[config.mk]
export PLATFORM = sky130hd
export DESIGN_NAME = mem_port_arbiter
export DESIGN_NICKNAME = d
export VERILOG_FILES = /design/src/rtl/mem_ctrl_pkg.sv /design/src/rtl/rr_arb2.sv /design/src/rtl/mem_port_arbiter.sv
export SDC_FILE = /design/constraint.sdc
export NUM_CORES = 1
export LEC_CHECK = 0
export BUFFER_PORTS_ARGS = -buffer_cell sky130_fd_sc_hd__buf_2
export CORE_AREA = 8 8 164 166
export DETAILED_ROUTE_END_ITERATION = 8
export DIE_AREA = 0 0 172 174
export GPL_TIMING_DRIVEN = 0
export PLACE_DENSITY = 0.72
export SETUP_SLACK_MARGIN = 0.02
export SYNTH_ARGS = -nofsm -noshare
export SYNTH_HDL_FRONTEND = slang
export SYNTH_SLANG_ARGS = --single-unit
[constraint.sdc]
create_clock -name clk -period 3.8 [get_ports clk]
set_input_delay 0.76 -clock clk [delete_from_list [all_inputs] [get_ports clk]]
set_output_delay 0.76 -clock clk [all_outputs]
set_load 0.1 [all_outputs]
[src/rtl/mem_ctrl_pkg.sv]
// Shared definitions for the data-memory port controller.
//   MEM_DEPTH      : number of 64-bit words in the data memory
//   DEF_DATA_W     : default data width of requests, responses and memory port
//   DEF_ADDR_W     : default word address width, derived from MEM_DEPTH
//   arb_state_t    : round-robin priority state (which requester wins the next contention)
package mem_ctrl_pkg;

  localparam int MEM_DEPTH  = 1024;
  localparam int DEF_DATA_W = 64;
  localparam int DEF_ADDR_W = $clog2(MEM_DEPTH);

  typedef enum logic {
    PRI0 = 1'b0,
    PRI1 = 1'b1
  } arb_state_t;

endpackage

[src/rtl/rr_arb2.sv]
// Two-way round-robin arbiter with a one-bit priority state.
//   clk   : clock, rising edge
//   rst_n : asynchronous active-low reset (state -> PRI0, grants forced 0)
//   req   : request vector, [0] = requester 0, [1] = requester 1
//   en    : 1 = rotate priority after a contended grant, 0 = requester 0 always wins
//   gnt   : one-hot (or zero) grant vector, combinational from req and state
module rr_arb2
  import mem_ctrl_pkg::*;
(
  input  logic       clk,
  input  logic       rst_n,
  input  logic [1:0] req,
  input  logic       en,
  output logic [1:0] gnt
);

  arb_state_t state;
  arb_state_t state_nxt;
  logic       contend;

  assign contend = req[0] & req[1];

  always_ff @(posedge clk or negedge rst_n) begin
    if (!rst_n) begin
      state <= PRI0;
    end else begin
      state <= state_nxt;
    end
  end

  // Only a contended grant moves priority; the winner drops to the back.
  always_comb begin
    state_nxt = state;
    if (en && contend) begin
      state_nxt = (state == PRI0) ? PRI1 : PRI0;
    end
  end

  always_comb begin
    gnt = 2'b00;
    if (rst_n) begin
      if (contend) begin
        gnt = (state == PRI0) ? 2'b01 : 2'b10;
      end else begin
        gnt = req;
      end
    end
  end

endmodule

[src/rtl/mem_port_arbiter.sv]
// Two-requester controller in front of the 1024x64 data memory.
// Grants at most one read and one write per cycle (round-robin within each
// type), forwards write data to a same-address read in the same cycle, and
// returns read data one cycle after the grant on a per-requester channel.
//   clk, rst_n     : clock (rising edge), asynchronous active-low reset
//   req_valid/we   : per-requester request valid and direction (1 = write)
//   req_adr/wdata  : packed per-requester address and write data (req0 in low bits)
//   req_ready      : per-requester grant; transfer on valid && ready
//   rsp_valid      : one-cycle pulse, read data valid for that requester
//   rsp_rdata      : packed per-requester read data, held until the next response
//   mem_*          : drive of the memory's read/write ports; mem_data_out is its
//                    combinational read data
module mem_port_arbiter
  import mem_ctrl_pkg::*;
#(
  parameter int DATA_W = DEF_DATA_W,
  parameter int ADDR_W = DEF_ADDR_W,
  parameter bit RR_EN  = 1'b1
) (
  input  logic                clk,
  input  logic                rst_n,
  input  logic [1:0]          req_valid,
  output logic [1:0]          req_ready,
  input  logic [1:0]          req_we,
  input  logic [2*ADDR_W-1:0] req_adr,
  input  logic [2*DATA_W-1:0] req_wdata,
  output logic [1:0]          rsp_valid,
  output logic [2*DATA_W-1:0] rsp_rdata,
  output logic [DATA_W-1:0]   mem_data_in,
  output logic [ADDR_W-1:0]   mem_read_adr,
  output logic [ADDR_W-1:0]   mem_write_adr,
  output logic                mem_rd,
  output logic                mem_wr,
  input  logic [DATA_W-1:0]   mem_data_out
);

  logic [1:0]          rd_req, wr_req;
  logic [1:0]          rd_gnt, wr_gnt;
  logic                rd_any, wr_any;
  logic [ADDR_W-1:0]   rd_adr, wr_adr;
  logic [DATA_W-1:0]   wr_data;
  logic                collision;
  logic [DATA_W-1:0]   rd_data_p0;
  logic [1:0]          vld_p1;
  logic [2*DATA_W-1:0] rdata_p1;

  // ---- p0: arbitration, collision detect and memory drive ----
  assign rd_req = req_valid & ~req_we;
  assign wr_req = req_valid &  req_we;

  rr_arb2 u_rd_arb (
    .clk   (clk),
    .rst_n (rst_n),
    .req   (rd_req),
    .en    (RR_EN),
    .gnt   (rd_gnt)
  );

  rr_arb2 u_wr_arb (
    .clk   (clk),
    .rst_n (rst_n),
    .req   (wr_req),
    .en    (RR_EN),
    .gnt   (wr_gnt)
  );

  assign req_ready = rd_gnt | wr_gnt;
  assign rd_any    = |rd_gnt;
  assign wr_any    = |wr_gnt;
  assign rd_adr    = rd_gnt[1] ? req_adr[2*ADDR_W-1:ADDR_W]   : req_adr[ADDR_W-1:0];
  assign wr_adr    = wr_gnt[1] ? req_adr[2*ADDR_W-1:ADDR_W]   : req_adr[ADDR_W-1:0];
  assign wr_data   = wr_gnt[1] ? req_wdata[2*DATA_W-1:DATA_W] : req_wdata[DATA_W-1:0];
  assign collision = rd_any & wr_any & (rd_adr == wr_adr);

  // On a collision the memory read is suppressed (its output would be
  // undefined) and the read is served from the write data instead.
  always_comb begin
    mem_rd        = rd_any & ~collision;
    mem_read_adr  = rd_any ? rd_adr : '0;
    mem_wr        = wr_any;
    mem_write_adr = wr_any ? wr_adr  : '0;
    mem_data_in   = wr_any ? wr_data : '0;
  end

  assign rd_data_p0 = collision ? wr_data : mem_data_out;

  // ---- p1: read response registers ----
  always_ff @(posedge clk or negedge rst_n) begin
    if (!rst_n) begin
      vld_p1   <= 2'b00;
      rdata_p1 <= '0;
    end else begin
      vld_p1 <= rd_gnt;
      if (rd_gnt[0]) rdata_p1[DATA_W-1:0]        <= rd_data_p0;
      if (rd_gnt[1]) rdata_p1[2*DATA_W-1:DATA_W] <= rd_data_p0;
    end
  end

  assign rsp_valid = vld_p1;
  assign rsp_rdata = rdata_p1;

endmodule

== Yosys cells after proc, flatten, opt, wreduce, memory -nomap -nowiden ==
Cells that the tools add are included.

* Output and inout port bits: 218
* Bits in registers: 132
* Word-level logic and storage cells: 33

* Bitwise logic cells: 10
* Reductions and logical operators: 2
* Muxes and demuxes: 15
* Equality and inequality tests: 1

{| class="wikitable"
|+ Operators by type and width
! kind !! number
|-
| two-way mux 64 bit || 3
|-
| two-way mux 10 bit || 4
|-
| two-way mux 2 bit || 6
|-
| equality test 10 bit || 1
|-
| AND 1 bit || 5
|-
| AND 2 bit || 2
|-
| OR reduction 2 bit || 2
|-
| two-way mux 1 bit || 2
|-
| inverter 2 bit || 1
|-
| bitwise OR 2 bit || 1
|-
| inverter 1 bit || 1
|}

== Logic depth before layout (Yosys ltp) ==
Gate-level depths: netlist (run 1).

* Depth in word-level cells: 10
* Gate-level depth with buffers: 8
* Gate-level depth less buffers: 5

== Hierarchy ==
From an unflattened synthesis (run 1), not the netlist that was laid out.

* Cell total of the unflattened synthesis: 751
* Area total of the unflattened synthesis: 7,902.6 um2

{| class="wikitable"
|+ By module, submodules not included
! module !! sequential area each (um2) !! area each (um2) !! times used !! cells each
|-
| mem_port_arbiter || 3,253.1 || 7,782.5 || 1 || 735
|-
| rr_arb2 || 25.0 || 60.1 || 2 || 8
|}

== Worst setup path after synthesis (run 1) ==
Ideal clock, no wire load.

* Path type: input to output
* Start point: input port req_we[0]
* End point: output port mem_write_adr[0]
* Arrival: 3,293 ps
* Path slack: -253 ps
* Data required time: 3,040 ps
* Stages: 8
* Path buffers: 4
* Cells stage by stage: buf_2 > nand3b_1 > buf_2 > clkbuf_1 > nand2_1 > clkbuf_1 > nand2_1 > a21oi_1

* Cells in the longest elaborated chain, start to end: 6
* Elaborated cells on any way between the ends: 7
* Classes of those cells: mux: 4; bitwise: 2; reduce/logical: 1

{| class="wikitable"
|+ RTL lines
! item !! line !! source
|-
| from (decl) || mem_port_arbiter.sv:24 || <nowiki>input logic [1:0] req_we,</nowiki>
|-
| AND 2 bit (*) || mem_port_arbiter.sv:49 || <nowiki>assign wr_req = req_valid & req_we;</nowiki>
|-
| AND 1 bit || rr_arb2.sv:21 || <nowiki>assign contend = req[0] & req[1];</nowiki>
|-
| two-way mux 2 bit (*) || rr_arb2.sv:42 || <nowiki>if (contend) begin</nowiki>
|-
| two-way mux 2 bit (*) || rr_arb2.sv:41 || <nowiki>if (rst_n) begin</nowiki>
|-
| two-way mux 10 bit / OR reduction 2 bit (equally long branches) || mem_port_arbiter.sv:71, mem_port_arbiter.sv:69 ||
|-
| two-way mux 10 bit (*) || mem_port_arbiter.sv:81 || <nowiki>mem_write_adr = wr_any ? wr_adr : '0;</nowiki>
|-
| to (decl) || mem_port_arbiter.sv:31 || <nowiki>output logic [ADDR_W-1:0] mem_write_adr,</nowiki>
|}

Every way passes the cells marked *; elsewhere a longest branch is shown, timed or not.

== Final worst setup path (run 1) ==
* Start point: input port req_we[0]
* End point: output port mem_data_in[7]

* Cells in the longest elaborated chain, start to end: 6
* Elaborated cells on any way between the ends: 7
* Classes of those cells: mux: 4; bitwise: 2; reduce/logical: 1

{| class="wikitable"
|+ RTL lines
! item !! line !! source
|-
| AND 2 bit (*) || mem_port_arbiter.sv:49 ||
|-
| AND 1 bit || rr_arb2.sv:21 ||
|-
| two-way mux 2 bit (*) || rr_arb2.sv:42 ||
|-
| two-way mux 2 bit (*) || rr_arb2.sv:41 ||
|-
| two-way mux 64 bit / OR reduction 2 bit (equally long branches) || mem_port_arbiter.sv:72, mem_port_arbiter.sv:69 ||
|-
| two-way mux 64 bit (*) || mem_port_arbiter.sv:82 || <nowiki>mem_data_in = wr_any ? wr_data : '0;</nowiki>
|-
| to (decl) || mem_port_arbiter.sv:29 || <nowiki>output logic [DATA_W-1:0] mem_data_in,</nowiki>
|}

Marked as above.

==> impl_metrics.tcl, run 1 <==
set metrics [dict create \
    flow.area_growth_from_synthesis_pct 36.6 \
    yosysMostFrequentCell "and3_1" \
    overflow 0 \
    pre_cts_slack_ns -1.21 \
    via_per_inst 6.32 \
    cts.path.max_buffers 2 \
    irDropWorstVdd_v 0.000459 \
    ys.flop_type "dfrtp_1" \
    post-route-period-util 0.982 \
    yosysTopAreaCell "dfrtp_1" \
    yosys.cell_types.count 30 \
    postSynthAreaPerCell_um2 8.41 \
    slew_headroom 0.397 \
    syn-instance-count 1161 \
    drc 0 \
    finalNetCount 1835 \
    drive_gt1_frac 0.338 \
    start_kind "input pin" \
    rows 58 \
    rsz0062_at_grt "no" \
    wire_per_inst_um 26.0 \
    synth_area_um2 9770 \
    post_synth_xor_area_fraction 0.0117 \
    vias 12400 \
    place_hpwl_mm 38.2 \
    fin_cells 1962 \
    clk_latency_ns 0.43 \
    drt_iter0_drc 1222 \
    grt_pass1_wl_mm 76.5 \
    yosys.area_share.simple 0.156 \
    cts_tree "yes" \
    cap_viol_max_count 0 \
    hold_viol_final 0 \
    ios 436 \
    fmax_mhz 268 \
    yosysTopAreaCellShare 0.338 \
    synth_compound_area_frac 0.422 \
    p_leak_nw 6.30 \
    powerDensity_nw_per_um2 667 \
    muxShareOfSynthArea 0 \
    drtPass1Iterations 5 \
    synth_top_family_by_area "compound AO/OA/AOI/OAI gates" \
    setup_ws_ns 0.0694 \
    yosysWarnings 0 \
    finClkSkew_ns 0.0110 \
    grt_start_max_net_pins 40 \
    critPathKind "input pin to primary output" \
    critical_path_required_ns 3.04 \
    synthTopCellsByCount "194 x and3_1, 192 x o211ai_1, 132 x dfrtp_1, 129 x o21ai_0, 128 x a22oi_1" \
    crit_fanout 10 \
    cts_sinks 132 \
    fin_util 0.544 \
    yosysSeqAreaShare 0.338 \
    cts_root_buffer "clkbuf_16" \
    worst_pin_slew_ns 0.904 \
    initial_core_util 0.398 \
    hp-class "input pin to async pin" \
    path_clk_slew_ns 0.06 \
    nFillCells 2378 \
    die_area_um2 29900 \
    die_h_um 174 \
    antenna_found_initial 3 \
    setup_viol 0 \
    finalWirelength_mm 51.1 \
    multi_input_area_um2 5840 \
    die_w_um 172 \
    ys_ff_latch 132 \
    cts_buffers 17 \
    yosys-top-cells-area "dfrtp_1 34%, o211ai_1 15%, and3_1 12%" \
    hold_buffers 0 \
    outcome "complete, no violations" \
    synthAdderAreaFrac 0 \
    placed_cells 1926 \
    track_usage 0.331 \
    h-tree-depth 4 \
    async_reset_ff_frac 1.00 \
    arrival_ns 2.97 \
    ant_nets 0 \
    finalWorstPathRequiredPeriod_ns 3.73 \
    seqCellArea_um2 3300 \
    core_um2 24500 \
    synth_nets 1379 \
    synth_edf_count 0 \
    critPathCaptureType "primary output" \
    io_buffers 434 \
    grt_pass1_vias 12600 \
    finalMaxSlewViolations 0 \
    gp_congestion 0.969 \
]
[critical path, stage by stage]
cell      delay, ns
buf_2          0.15
nand3b_1       0.33
buf_2          0.39
clkbuf_1       0.45
and3_1         0.29
o21a_1         0.15
buf_2          0.43
[layout by cell type (no fill, tap or decap), drive strengths merged, types with 4 or more instances in the layout]
master | netlist | final
clkinv | 0 | 5
and3 | 194 | 194
nand4 | 5 | 5
inv | 3 | 7
clkbuf | 102 | 128
xnor2 | 12 | 12
buf | 52 | 479
bufinv | 0 | 4
o211ai | 192 | 192
dfrtp | 132 | 132
o21ai | 129 | 129
a22oi | 128 | 128
a21oi | 20 | 20
nand2 | 47 | 47
a21boi | 64 | 64
o21a | 64 | 64
[metrics by stage]
step / cell area (um^2) / total power, mW / TNS (ns) / hold slack (ns)
global route: 13300 / 9.15 / 0 / 0.174
finish: 13300 / 8.89 / 0 / 0.178
detailed placement: 12500 / 7.03 / -80.86 / 0.487
floorplan: 9840 / 5.96 / 0 / 0.458
CTS: 13300 / 8.87 / 0 / 0.166
global placement: 12400 / 6.98 / -470.35 / 0.480
[what timing repair did]
item                       CTS  global route
gates resized for setup     42            20
setup buffers                2             0
cloned                       2             1
setup endpoints to repair   89            56
pin swaps                    0             0
[cell families after synthesis]
family | Yosys count
compound gates | 598
simple gates | 261
buf+inv | 157
flops | 132
xor+xnor | 13
[per-layer routing]
| layer | GRT usage | wire length, um | vias to the layer above | part of all wire |
|---|---|---|---|---|
| met5 | 0 | 10 | - | 0.00020 |
| li1 | - | - | 5434 | - |
| met4 | 0.163 | 2640 | 2 | 0.052 |
| met3 | 0.0846 | 5130 | 154 | 0.10 |
| met2 | 0.540 | 23900 | 826 | 0.47 |
| met1 | 0.397 | 19400 | 5977 | 0.38 |
[final cells by class]
cell class,instances,share of cell area
Antenna cell,2,0.000375
Sequential cell,132,0.248
Clock buffer,18,0.0322
Inverter,3,0.000844
Buffer,151,0.0529
Clock inverter,14,0.0149
Tap cell,330,0.0310
Timing Repair Buffer,440,0.183
Multi-Input combinational cell,872,0.438
[flip-flops by register name, summed over array words and instances, names as in the netlist]
| register | flops |
|---|---|
| u_wr_arb.state | 1 |
| rsp_valid | 2 |
| rsp_rdata | 128 |
| u_rd_arb.state | 1 |
[power by group]
| part | internal, mW | total, mW | switching [mW] |
|---|---|---|---|
| Combinational | 0.870 | 5.00 | 4.13 |
| Sequential | 1.79 | 2.07 | 0.281 |
| Clock | 1.11 | 1.82 | 0.716 |
[path summary, 6_finish.rpt]
check                               startpoint             end  slack (ns)  cells after the start
worst max register to register  u_wr_arb.state   rsp_rdata[99]        1.31                      6
worst min-delay path                     rst_n  rsp_rdata[125]        0.18                      1
worst min register to register  u_rd_arb.state  u_rd_arb.state        0.51                      1
min in group clk                u_rd_arb.state  u_rd_arb.state        0.51                      1
max in group asynchronous                rst_n   rsp_rdata[74]        3.01                      2
worst max-delay path                 req_we[0]  mem_data_in[7]        0.07                      7
Power figures use the tool's default switching activity.
==> run 2, diff against run 1 <==
- RECOVER_POWER: default -> 50
==> run 2 against run 1 <==
Net effect:
- the run now ends with capacitance limit, slew limit left
- via count is 0.36% higher
- die area stayed put
- critical endpoint unchanged
- sequential power hardly changed
- setup slack better by 0.0085 ns
- combinational power is 2% lower
- wire length is 0.29% higher
- critical path depth stayed put
- global-route usage stayed put
- worst hold slack worse by 0.0011 ns
- count of clock-buffer cells in the layout stayed put
- sequential share of layout area is 0.40 points higher
- flip-flop and latch count stayed put
- largest cell class unchanged
==> impl_metrics.tcl, run 2 (synthesized netlist as in run 1, its figures left out) <==
set metrics [dict create \
    p_leak_nw 5.96 \
    cts_buffers 17 \
    drt_iter0_drc 1137 \
    nFillCells 2451 \
    finalWorstPathRequiredPeriod_ns 3.72 \
    setup_tns_ns 0 \
    final_cell_mix "331 x buf_2, 197 x clkbuf_1, 193 x and3_1, 192 x o211ai_1, 132 x dfrtp_1" \
    ios 436 \
    pre_cts_slack_ns -1.21 \
    rsz0062_at_grt "no" \
    cts.path.max_buffers 2 \
    outcome "finished, violations left" \
    track_usage 0.331 \
    vias 12400 \
    cap_viol_max_count 2 \
    finClkSkew_ns 0.0112 \
    crit_path_max_incr_delay_ns 0.44 \
    drtPass1Iterations 7 \
    finalPower_mw 8.80 \
    multi_input_area_um2 5840 \
    path_clk_slew_ns 0.06 \
    violations "capacitance limit, slew limit" \
    finalMaxSlewViolations 72 \
    slew_headroom -0.492 \
    reg2reg_to "rsp_rdata[99]" \
    overflow 0 \
    h-tree-depth 4 \
    flow.area_growth_from_synthesis_pct 34.4 \
    grt_start_max_net_pins 40 \
    grt_pass1_vias 12600 \
    cts_tree "yes" \
    crit_fanout 10 \
    cp_slowest_cell "clkbuf_1" \
    rows 58 \
    setup_ws_ns 0.0779 \
    drc 0 \
    critPathKind "input pin to primary output" \
    final_common_cell "buf_2" \
    grt_pass1_wl_mm 76.5 \
    r2r_slack_ns 1.30 \
    place_hpwl_mm 38.2 \
    via_per_inst 6.34 \
    cts_sinks 132 \
    wire_per_inst_um 26.1 \
    antenna_found_initial 3 \
    crit_top_cell "buf_2" \
    cp-startpoint "req_we[0]" \
    finalWirelength_mm 51.2 \
    die_h_um 174 \
    post-route-period-util 0.980 \
    hold_viol_final 0 \
    io_buffers 434 \
    gp_congestion 0.969 \
    design_area_um2 13100 \
    irDropWorstVdd_v 0.000458 \
    rr_startpoint "u_wr_arb.state" \
    cp_num_buf_inv 4 \
    fmax_mhz 269 \
    seqCellArea_um2 3300 \
    core_um2 24500 \
    finalNetCount 1835 \
    cts_root_buffer "clkbuf_16" \
    largest_reg_flops 128 \
    cp_top_family "buffers and inverters" \
    setup_viol 0 \
    critPathCaptureType "primary output" \
    arrival_ns 2.96 \
    worst_pin_slew_ns 2.24 \
    hp-class "input pin to async pin" \
    rr_worst_depth 6 \
    drive_gt1_frac 0.271 \
    die_area_um2 29900 \
    hold_buffers 0 \
    initial_core_util 0.398 \
    critical_path_required_ns 3.04 \
    crit_chain "buf_2, nand3b_1, buf_2, clkbuf_1, and3_1, o21a_1, buf_2" \
    start_kind "input pin" \
    die_w_um 172 \
    clk_latency_ns 0.43 \
    powerDensity_nw_per_um2 671 \
    ant_nets 0 \
    post_dp_cell_area_um2 12500 \
]
==> run 2: cell types whose count changed in the layout (fill, tap and decap cells not counted) <==
cell	before	now
buf_2	438	331
bufbuf_16	2	0
clkbuf_16	18	17
clkbuf_1	87	197
==> run 2: timing repair <==
action / CTS / global route
setup endpoints to repair: 89 / 56
cloned: 2 / 1
endpoints found under the hold margin: 0 / 0
resized for setup: 42 / 20
buffers inserted: 2 / 0
==> run 2: stage by stage <==
stage	cells	utilization	hold WS, ns
5_1_grt	1962	0.535	0.172
6_report	1962	0.535	0.177
2_1_floorplan	1161	-	0.458
4_1_cts	1961	0.542	0.166
3_5_place_dp	1926	0.508	0.487
3_3_place_gp	1925	0.507	0.480
==> run 2: how the worst max path moves through the flow <==
stage | end | cells past startpoint | slack (ns)
2_1_floorplan | mem_rd | 7 | 0.12
3_3_place_gp | mem_write_adr[9] | 9 | -2.94
3_5_place_dp | mem_write_adr[9] | 10 | -1.21
4_1_cts | mem_read_adr[5] | 9 | 0.03
5_1_grt | mem_data_in[7] | 7 | 0.02
6_report | mem_data_in[7] | 7 | 0.08
==> run 2: cell type report <==
class	instances	share of cell area
antenna	2	0.000381
buffer	151	0.0538
clock buffer	18	0.0327
clock inverter	14	0.0152
inverter	3	0.000858
multi-input combinational	872	0.445
sequential	132	0.252
tap	330	0.0315
timing repair buffer	440	0.169
==> run 2: report_power, final <==
| group | switching [mW] | leakage [nW] | internal, mW |
|---|---|---|---|
| Clock | 0.715 | 0.306 | 1.11 |
| Combinational | 4.13 | 4.12 | 0.769 |
| Sequential | 0.292 | 1.54 | 1.79 |
==> run 2: metal layers <==
layer | global-route usage | part of all wire | vias to the layer above
met5 | 0 | 0.00021 | -
met4 | 0.163 | 0.049 | 2
met3 | 0.0846 | 0.10 | 151
met2 | 0.540 | 0.47 | 821
met1 | 0.397 | 0.38 | 6031
li1 | - | - | 5432
